`src/rtl/alu_pkg.sv`:
```
// alu_pkg: definitions shared by the ALU issue stage and its users.
//   - aluControl code constants (ADD..SLT, MUL, DIV)
//   - issue-stage state encoding
//   - latency lookup and illegal-code helpers
package alu_pkg;

  localparam logic [3:0] OP_ADD = 4'b0000;
  localparam logic [3:0] OP_SUB = 4'b0001;
  localparam logic [3:0] OP_AND = 4'b0010;
  localparam logic [3:0] OP_OR  = 4'b0011;
  localparam logic [3:0] OP_XOR = 4'b0100;
  localparam logic [3:0] OP_SLL = 4'b0101;
  localparam logic [3:0] OP_SRL = 4'b0110;
  localparam logic [3:0] OP_SLT = 4'b0111;
  localparam logic [3:0] OP_MUL = 4'b1000;
  localparam logic [3:0] OP_DIV = 4'b1001;

  typedef enum logic [1:0] {
    ST_IDLE = 2'd0,
    ST_EXEC = 2'd1,
    ST_DONE = 2'd2
  } state_t;

  // Cycles the ALU needs for a given code. Only MUL and DIV are multi-cycle;
  // everything else (including illegal codes) takes a single cycle.
  function automatic logic [4:0] op_latency(input logic [3:0] op,
                                            input int unsigned mul_lat,
                                            input int unsigned div_lat);
    logic [4:0] lat;
    lat = 5'd1;
    if (op == OP_MUL) lat = mul_lat[4:0];
    else if (op == OP_DIV) lat = div_lat[4:0];
    return lat;
  endfunction

  function automatic logic op_is_illegal(input logic [3:0] op);
    return op >= 4'b1010;
  endfunction

endpackage

```
`src/rtl/alu_issue.sv`:
```
// alu_issue: single-entry issue/capture stage wrapped around an external ALU.
// Accepts one operation from decode, holds its operands on the ALU inputs for
// the operation's latency, captures the ALU result and offers it to writeback.
//
// Ports:
//   clk, rst                  clock, asynchronous active-high reset
//   in_valid/in_ready         decode handshake; in_a, in_b, in_op operation
//   alu_a, alu_b, alu_op      registered operands/code driven to the ALU
//   alu_out, alu_zero         ALU result and zero flag
//   out_valid/out_ready       writeback handshake
//   out_data, out_zero        captured result and zero flag
//   out_illegal, out_divz     captured illegal-code and divide-by-zero flags
module alu_issue
  import alu_pkg::*;
#(
  parameter int unsigned MUL_LAT = 16,
  parameter int unsigned DIV_LAT = 16
) (
  input  logic        clk,
  input  logic        rst,
  input  logic        in_valid,
  output logic        in_ready,
  input  logic [15:0] in_a,
  input  logic [15:0] in_b,
  input  logic [3:0]  in_op,
  output logic [15:0] alu_a,
  output logic [15:0] alu_b,
  output logic [3:0]  alu_op,
  input  logic [15:0] alu_out,
  input  logic        alu_zero,
  output logic        out_valid,
  input  logic        out_ready,
  output logic [15:0] out_data,
  output logic        out_zero,
  output logic        out_illegal,
  output logic        out_divz
);

  state_t      state_q,       state_d;
  logic [4:0]  cnt_q,         cnt_d;
  logic [15:0] alu_a_q,       alu_a_d;
  logic [15:0] alu_b_q,       alu_b_d;
  logic [3:0]  alu_op_q,      alu_op_d;
  logic [15:0] out_data_q,    out_data_d;
  logic        out_zero_q,    out_zero_d;
  logic        out_illegal_q, out_illegal_d;
  logic        out_divz_q,    out_divz_d;
  logic        accept;

  assign in_ready = (state_q == ST_IDLE) || ((state_q == ST_DONE) && out_ready);
  assign accept   = in_valid && in_ready;

  always_comb begin
    state_d       = state_q;
    cnt_d         = cnt_q;
    alu_a_d       = alu_a_q;
    alu_b_d       = alu_b_q;
    alu_op_d      = alu_op_q;
    out_data_d    = out_data_q;
    out_zero_d    = out_zero_q;
    out_illegal_d = out_illegal_q;
    out_divz_d    = out_divz_q;

    case (state_q)
      ST_IDLE: ;
      ST_EXEC: begin
        // The counter is loaded with L and counts down once per EXEC edge.
        // Capture happens one edge after it would reach the "last" cycle,
        // because the ALU result only settles a cycle after its operands are
        // registered: this places out_valid L+1 edges after the accept.
        if (cnt_q == 5'd0) begin
          state_d = ST_DONE;
          if (op_is_illegal(alu_op_q)) begin
            out_data_d    = 16'h0000;
            out_zero_d    = 1'b1;
            out_illegal_d = 1'b1;
            out_divz_d    = 1'b0;
          end else if ((alu_op_q == OP_DIV) && (alu_b_q == 16'h0000)) begin
            out_data_d    = 16'hFFFF;
            out_zero_d    = 1'b0;
            out_illegal_d = 1'b0;
            out_divz_d    = 1'b1;
          end else begin
            out_data_d    = alu_out;
            out_zero_d    = alu_zero;
            out_illegal_d = 1'b0;
            out_divz_d    = 1'b0;
          end
        end else begin
          cnt_d = cnt_q - 5'd1;
        end
      end
      ST_DONE: begin
        if (out_ready) state_d = ST_IDLE;
      end
      default: state_d = ST_IDLE;
    endcase

    // Accept overrides the DONE->IDLE transition so a pending op issues on
    // the same edge that hands off the previous result.
    if (accept) begin
      state_d  = ST_EXEC;
      alu_a_d  = in_a;
      alu_b_d  = in_b;
      alu_op_d = in_op;
      cnt_d    = op_latency(in_op, MUL_LAT, DIV_LAT);
    end
  end

  always_ff @(posedge clk or posedge rst) begin
    if (rst) begin
      state_q       <= ST_IDLE;
      cnt_q         <= 5'd0;
      alu_a_q       <= 16'h0000;
      alu_b_q       <= 16'h0000;
      alu_op_q      <= OP_ADD;
      out_data_q    <= 16'h0000;
      out_zero_q    <= 1'b0;
      out_illegal_q <= 1'b0;
      out_divz_q    <= 1'b0;
    end else begin
      state_q       <= state_d;
      cnt_q         <= cnt_d;
      alu_a_q       <= alu_a_d;
      alu_b_q       <= alu_b_d;
      alu_op_q      <= alu_op_d;
      out_data_q    <= out_data_d;
      out_zero_q    <= out_zero_d;
      out_illegal_q <= out_illegal_d;
      out_divz_q    <= out_divz_d;
    end
  end

  assign alu_a       = alu_a_q;
  assign alu_b       = alu_b_q;
  assign alu_op      = alu_op_q;
  assign out_valid   = (state_q == ST_DONE);
  assign out_data    = out_data_q;
  assign out_zero    = out_zero_q;
  assign out_illegal = out_illegal_q;
  assign out_divz    = out_divz_q;

endmodule

```
`config.mk`:
```
export PLATFORM = sky130hd
export DESIGN_NAME = alu_issue
export DESIGN_NICKNAME = d
export VERILOG_FILES = /design/src/rtl/alu_pkg.sv /design/src/rtl/alu_issue.sv
export SDC_FILE = /design/constraint.sdc
export NUM_CORES = 1
export LEC_CHECK = 0
export BUFFER_PORTS_ARGS = -buffer_cell sky130_fd_sc_hd__buf_2
export CORE_UTILIZATION = 35
export CTS_CLUSTER_DIAMETER = 150
export DETAILED_ROUTE_END_ITERATION = 7
export GPL_TIMING_DRIVEN = 0
export PLACE_DENSITY_LB_ADDON = 0.08
export SKIP_CTS_REPAIR_TIMING = 1
export SYNTH_ARGS = -nofsm -noshare
export SYNTH_HDL_FRONTEND = slang
export SYNTH_SLANG_ARGS = --single-unit
export TNS_END_PERCENT = 30
```
`constraint.sdc`:
```
create_clock -name clk -period 3 [get_ports clk]
set_input_delay 0.6 -clock clk [delete_from_list [all_inputs] [get_ports clk]]
set_output_delay 0.6 -clock clk [all_outputs]
set_load 0.01 [all_outputs]
```
**After elaboration in Yosys (flattened, before gate mapping)**

Cells that the tools add are included.

- Input port bits: 57
- Register bits: 62

- Reduce and logical (&&, ||, !) cells: 11
- $add $sub $neg: 1
- Magnitude comparators: 1
- Eq/ne operators: 9
- Mux-type cells: 16

Operators by type and width:

| kind | number |
|---|---|
| 16-bit two-way mux | 2 |
| 5-bit two-way mux | 5 |
| 16-bit zero test | 1 |
| 4-bit == test, second input constant | 3 |
| 2-bit two-way mux | 3 |
| 2-bit case mux with 3 select lines | 1 |
| 5-bit zero test | 1 |
| 1-bit two-way mux | 5 |
| 5-bit by 1-bit subtractor with 5-bit output, second input constant | 1 |
| 4-bit >= comparator, second input constant | 1 |
| 2-bit inequality test, second input constant | 2 |
| 2-bit AND reduction | 2 |
| 1-bit logical AND | 3 |
| 3-bit by 1-bit inequality test with 1-bit output, second input constant | 1 |
| 3-bit inequality test, second input constant | 1 |
| 3-bit AND reduction | 1 |
| 2-bit by 1-bit == test with 1-bit output, second input constant | 1 |
| 2-bit == test, second input constant | 1 |
| 2-bit zero test | 1 |
| 2-bit nonzero test | 1 |
| 1-bit logical OR | 1 |

**Longest topological paths before layout**

Gate-level depths: netlist (run 1).

- Depth in word-level cells: 6
- Gate-level depth with buffers: 8
- Gate-level depth less buffers: 6

**Worst setup path after synthesis (run 1)**

OpenSTA, ideal clock, no wires.

- Path kind: reg2reg
- Start: reg cnt_q[0]
- End: reg out_data_q[0], in the netlist out_data[0]
- Cell stages (with the launch flop): 8
- Path buffers: 2
- Required time: 2.873 ns
- Clock period less this slack: 2.180 ns
- Path slack: 0.820 ns
- Arrival: 2.054 ns
- Cells stage by stage: dfrtp_1 -> inv_1 -> ha_1 -> nor4b_1 -> nand2_1 -> buf_2 -> buf_2 -> a221o_2

- Cells in the longest elaborated chain, start to end: 2

RTL lines:

| what | line | RTL |
|---|---|---|
| start: declaration | alu_issue.sv:40 | `logic [4:0] cnt_q, cnt_d;` |
| start signal: assignment | alu_issue.sv:123 | `cnt_q <= cnt_d;` |
| 5-bit zero test | alu_issue.sv:71 | `if (cnt_q == 5'd0) begin` |
| 2-bit AND reduction (no line) | -- |  |
| end signal: assignment | alu_issue.sv:127 | `out_data_q <= out_data_d;` |
| end: declaration | alu_issue.sv:44 | `logic [15:0] out_data_q, out_data_d;` |

No other way between the ends.
A chain may end at the register's enable or synchronous reset.

**Worst setup path after layout (run 1)**

Same ends and word-level chain as after synthesis.

==> flow_summary.ini, run 1 <==
[clocking]
htreeDepth = 3
clk_pin_slew_ns = 0.07
cts_root_buffer = clkbuf_8
cts_max_path_buffers = 2
cts_tree = yes
cts_num_sinks = 62
cts_buffers = 9
worstSkewPairLatency_ns = 0.33

[timing]
fin_crit_sh = 0.887
setup_viol_count_final = 0
rsz0062_at_grt = no
finalCriticalPeriod_ns = 2.66
finalHoldViolations = 0
fin_worst_skew_ns = 0.00879
maxSlewViolCount = 0
maxSlewHeadroom = 0.411
max_freq_ghz = 0.376
tightestPinTransition_ns = 0.871

[route]
firstDrtPassIters = 4
vias = 1878
wl_per_cell_microns = 14.4
drcViolationCount = 0
postRouteAntennaNets = 0
viasPerCell = 4.77
routed_wl_mm = 5.69
drt-initial-drc-count = 71

[setup_path]
crit_required_ns = 3.22
arrival_ns = 2.88
r2r_start = cnt_q[0]
crit_chain = inv_1, ha_1, nor4b_1, nand2_1, buf_2, buf_2, a221o_2
critical_path.startpoint = cnt_q[0]
cp-start-kind = flip-flop
end_kind = flip-flop
cp_top_family = simple AND/OR/NAND/NOR gates
cp_max_fo = 10
crit_type = reg2reg
crit_top_cell = buf_2
slowest_stage = nor4b_1
critPathMaxStageDelay_ns = 0.71
path_buf_inv = 3

[logic_synthesis]
synth_top_family_by_area = multiplexers
ys_ff_latch = 62
ys_async_sr_fraction = 1.00
synth_edf_count = 0
ys.flop_type = dfrtp_1
ys_seq_area_frac = 0.624
netlist_area_sq_um = 2490
synth-xor-area-share = 0.00352
syn-instance-count = 169
synth_top_area_share = 0.624
postSynthAreaPerCell_sq_um = 14.7
synth-compound-area-share = 0.118
yosys.area.top_type = dfrtp_1
synth-adder-area-share = 0.00503
synth_area_leaders = dfrtp_1 62%, mux2_2 16%, a221o_2 7.2%
synth_simple_gate_area_frac = 0.0539
ys_types = 31
ys_warn_count = 0
syn-num-nets = 227
muxShareOfSynthArea = 0.171

[grt]
track_usage = 0.161
grt_pass1_wl_mm = 9.07
antenna_found_initial = 0
grt_pass1_vias = 1922
overflow = 0
grt_max_degree = 41

[cells_and_area]
drive_gt1_frac = 0.631
fin_util = 0.492
final_area_sq_um = 3360
final_common_cell = buf_2
nFillCells = 654
multiInputGateArea_sq_um = 875
final_cell_mix = 116 x buf_2, 62 x dfrtp_1, 36 x mux2_2, 16 x a221o_2, 11 x clkbuf_8
fin_cells = 394
nets = 352
register_area_sq_um = 1550
area_growth_pct = 35.1
antenna_cells = 0

[floorplan]
start_util = 0.364
rows = 30
die_w_microns = 86.3
ioPinCount = 114
coreArea_sq_um = 6830
dieArea_sq_um = 7440
die_y_microns = 86.3

[status]
outcome = complete, no violations

[place]
numPortBuffers = 113
gp_congestion = 0.713
dp_hpwl_mm = 4.15
place_inst = 379
dpl-instance-area_sq_um = 3190

[power]
p_total_uw = 3500
ir_worst_vdd_v = 0.000444
pwr_density_cell_nw_per_um2 = 1040
power.leakage_uw = 0.00166

[flow_run]
maxCapViolCount = 0

[worst_hold_path]
hold_path_class = in2async
## sequential cells by signal (all words and copies together) (netlist names)
name / count
alu_b: 16
out_divz: 1
out_illegal: 1
state_q: 2
out_zero: 1
out_data: 16
cnt_q: 5
alu_a: 16
alu_op: 4
## Yosys cell counts, types with 2 or more instances
cell	number
dfrtp_1	62
mux2_2	36
a221o_2	16
nand2_1	6
inv_1	5
nor2_1	5
a21oi_1	4
clkbuf_1	4
buf_2	3
mux2i_1	2
nand3_1	2
nor4_1	2
nor4b_1	2
o21ai_0	2
o31ai_1	2
## per-layer routing
| metal | routed length (microns) | track usage | share of wire | vias to the layer above |
|---|---|---|---|---|
| met5 | 0 | 0 | 0 | - |
| met4 | 121 | 0.0818 | 0.021 | 0 |
| met3 | 530 | 0.0629 | 0.093 | 10 |
| met2 | 2520 | 0.240 | 0.44 | 86 |
| met1 | 2520 | 0.205 | 0.44 | 899 |
| li1 | - | - | - | 883 |
## layout make-up
| type | instances | area share |
|---|---|---|
| repair buffers | 114 | 0.174 |
| inverters | 5 | 0.00559 |
| clock buffers | 14 | 0.0484 |
| multi-input cells | 94 | 0.260 |
| well taps | 96 | 0.0358 |
| flip-flops and latches | 62 | 0.462 |
| clock inverters | 1 | 0.00149 |
| plain buffers | 8 | 0.0123 |
## logic make-up after synthesis
group,count (synthesis)
flip-flops,62
AND/OR/NAND/NOR,24
adder cells (fa/ha/maj),1
multiplexers,38
buffers and inverters,13
AO/OA/AOI/OAI,30
XOR/XNOR,1
## power by group
part | switching [uW] | internal [uW]
clock | 296 | 340
combinational | 664 | 728
sequential | 244 | 1230
total | 1200 | 2300
## metrics by stage
step / setup WS, ns / hold WS, ns / setup TNS (ns)
after floorplan: 0.820 / 0.469 / 0
after global placement: -0.0439 / 0.460 / -2.45
after detailed placement: 0.387 / 0.465 / 0
after CTS: 0.342 / 0.301 / 0
after global routing: 0.140 / 0.336 / 0
final: 0.338 / 0.294 / 0
## path summary, 6_finish.rpt
path | endpoint | slack (ns) | cells after the start
worst max-delay path | out_data[0] | 0.34 | 7
worst max register to register | out_data[0] | 0.34 | 7
max in group asynchronous | out_data[8] | 2.12 | 3
worst min register to register | out_divz | 0.48 | 2
min in group clk | cnt_q[1] | 0.46 | 2
worst min-delay path | alu_a[4] | 0.29 | 2
Power figures use the tool's default switching activity.
==> run 2: changes to the inputs <==
--- a/config.mk
+++ b/config.mk
@@ -6,6 +6,7 @@
 export NUM_CORES = 1
 export LEC_CHECK = 0
 export BUFFER_PORTS_ARGS = -buffer_cell sky130_fd_sc_hd__buf_2
+export CORE_ASPECT_RATIO = 1.1
 export CORE_UTILIZATION = 35
 export CTS_CLUSTER_DIAMETER = 150
 export DETAILED_ROUTE_END_ITERATION = 7
==> run 2 against run 1 <==
Non-clock buffer count unchanged. Via count down 0.96%. Critical path depth unchanged. Maximum frequency up 1.2%. Sequential power about the same. Design area about the same. Global-route usage about the same. Cell count down 3.6%. First-iteration DRC count down 1.4%. Setup slack better by 0.031 ns. Critical endpoint is now out_data[4].
==> flow_summary.ini, run 2 (synthesis results as in run 1) <==
[setup_path]
r2r_start = cnt_q[0]
crit_top_cell = buf_2
reg2regPathDepth = 7
cp_top_family = simple AND/OR/NAND/NOR gates
path_buf_inv = 3
crit_type = reg2reg
crit_required_ns = 3.20
rrSetupSlack_ns = 0.37
slowest_stage = nor4b_1
r2r-end = out_data[4]
cp-start-kind = flip-flop
crit_chain = inv_1, ha_1, nor4b_1, nand2_1, buf_2, buf_2, a221o_2
arrival_ns = 2.83
critPathMaxStageDelay_ns = 0.70
cp_max_fo = 10
end_kind = flip-flop

[cells_and_area]
final_common_cell = buf_2
nFillCells = 628
antenna_cells = 0
final_area_sq_um = 3360
nets = 352
drive_gt1_frac = 0.641
area_growth_pct = 35.2
fin_util = 0.501
final_cell_mix = 116 x buf_2, 62 x dfrtp_1, 36 x mux2_2, 16 x a221o_2, 10 x clkbuf_8

[grt]
antenna_found_initial = 0
grt_pass1_wl_mm = 8.96
track_usage = 0.161
grt_max_degree = 37
grt_pass1_vias = 1948
overflow = 0

[route]
postRouteAntennaNets = 0
drt-initial-drc-count = 70
wl_per_cell_microns = 14.8
firstDrtPassIters = 4
viasPerCell = 4.89
routed_wl_mm = 5.63
drcViolationCount = 0
vias = 1860

[floorplan]
ioPinCount = 114
start_util = 0.371
die_y_microns = 90.4
coreArea_sq_um = 6710
dieArea_sq_um = 7440
rows = 31
die_w_microns = 82.4

[worst_hold_path]
hold_path_class = in2async

[clocking]
worstSkewPairLatency_ns = 0.33
clk_pin_slew_ns = 0.07
cts_buffers = 9
htreeDepth = 3
cts_tree = yes
cts_num_sinks = 62
cts_root_buffer = clkbuf_8
cts_max_path_buffers = 2

[timing]
maxSlewHeadroom = 0.427
setup_viol_count_final = 0
finalCriticalPeriod_ns = 2.63
setup_ws_ns = 0.369
fin_worst_skew_ns = 0.00753
max_freq_ghz = 0.380
tightestPinTransition_ns = 0.847
finalHoldViolations = 0
rsz0062_at_grt = no
maxSlewViolCount = 0
hold_ws_ns = 0.330
fin_crit_sh = 0.877

[power]
ir_worst_vdd_v = 0.000458
power.leakage_uw = 0.00167
pwr_density_cell_nw_per_um2 = 1060
p_total_uw = 3570

[status]
outcome = complete, no violations

[place]
dp_hpwl_mm = 4.14
numPortBuffers = 113
dpl-instance-area_sq_um = 3170
gp_congestion = 0.735
dp_slack_ns = 0.415

[flow_run]
maxCapViolCount = 0
## run 2: changes by cell type in the layout (fill, tap and decap cells not counted), sizes merged
cell,previous run,this run
clkbuf,18,14
clkinv,1,4
bufinv,0,1
## run 2: where the power goes
part | leakage (uW) | switching (uW) | internal [uW]
sequential | 0.000753 | 248 | 1230
combinational | 0.000817 | 658 | 727
clock | 0.000102 | 312 | 396
total | 0.00167 | 1220 | 2350
## run 2: area by class of cell
| class | instances | area, sq um | area share |
|---|---|---|---|
| buffer | 8 | 41.3 | 0.0123 |
| clock buffer | 10 | 138 | 0.0409 |
| clock inverter | 5 | 50.0 | 0.0149 |
| inverter | 5 | 18.8 | 0.00558 |
| multi-input combinational | 94 | 875 | 0.260 |
| sequential | 62 | 1550 | 0.461 |
| tap | 82 | 103 | 0.0305 |
| timing repair buffer | 114 | 586 | 0.174 |
## run 2: per-layer routing
layer | wire length, microns | track usage
met2 | 2570 | 0.246
met1 | 2540 | 0.199
met4 | 75 | 0.0746
met5 | 0 | 0
met3 | 450 | 0.0586
## run 2: worst max-delay path by stage
stage / start / to / slack, ns / cells after the start
finish: cnt_q[0] / out_data[4] / 0.37 / 7
global route: cnt_q[0] / out_data[4] / 0.13 / 7
CTS: cnt_q[0] / out_data[4] / 0.37 / 7
detailed placement: cnt_q[0] / out_data[15] / 0.42 / 7
global placement: rst / out_data[3] / -0.02 / 2
floorplan: cnt_q[0] / out_data[0] / 0.82 / 7
## run 2: stage by stage
step	std cells	TNS (ns)
2_1_floorplan	169	0
3_3_place_gp	364	-0.850
3_5_place_dp	365	0
4_1_cts	380	0
5_1_grt	380	0
6_report	380	0
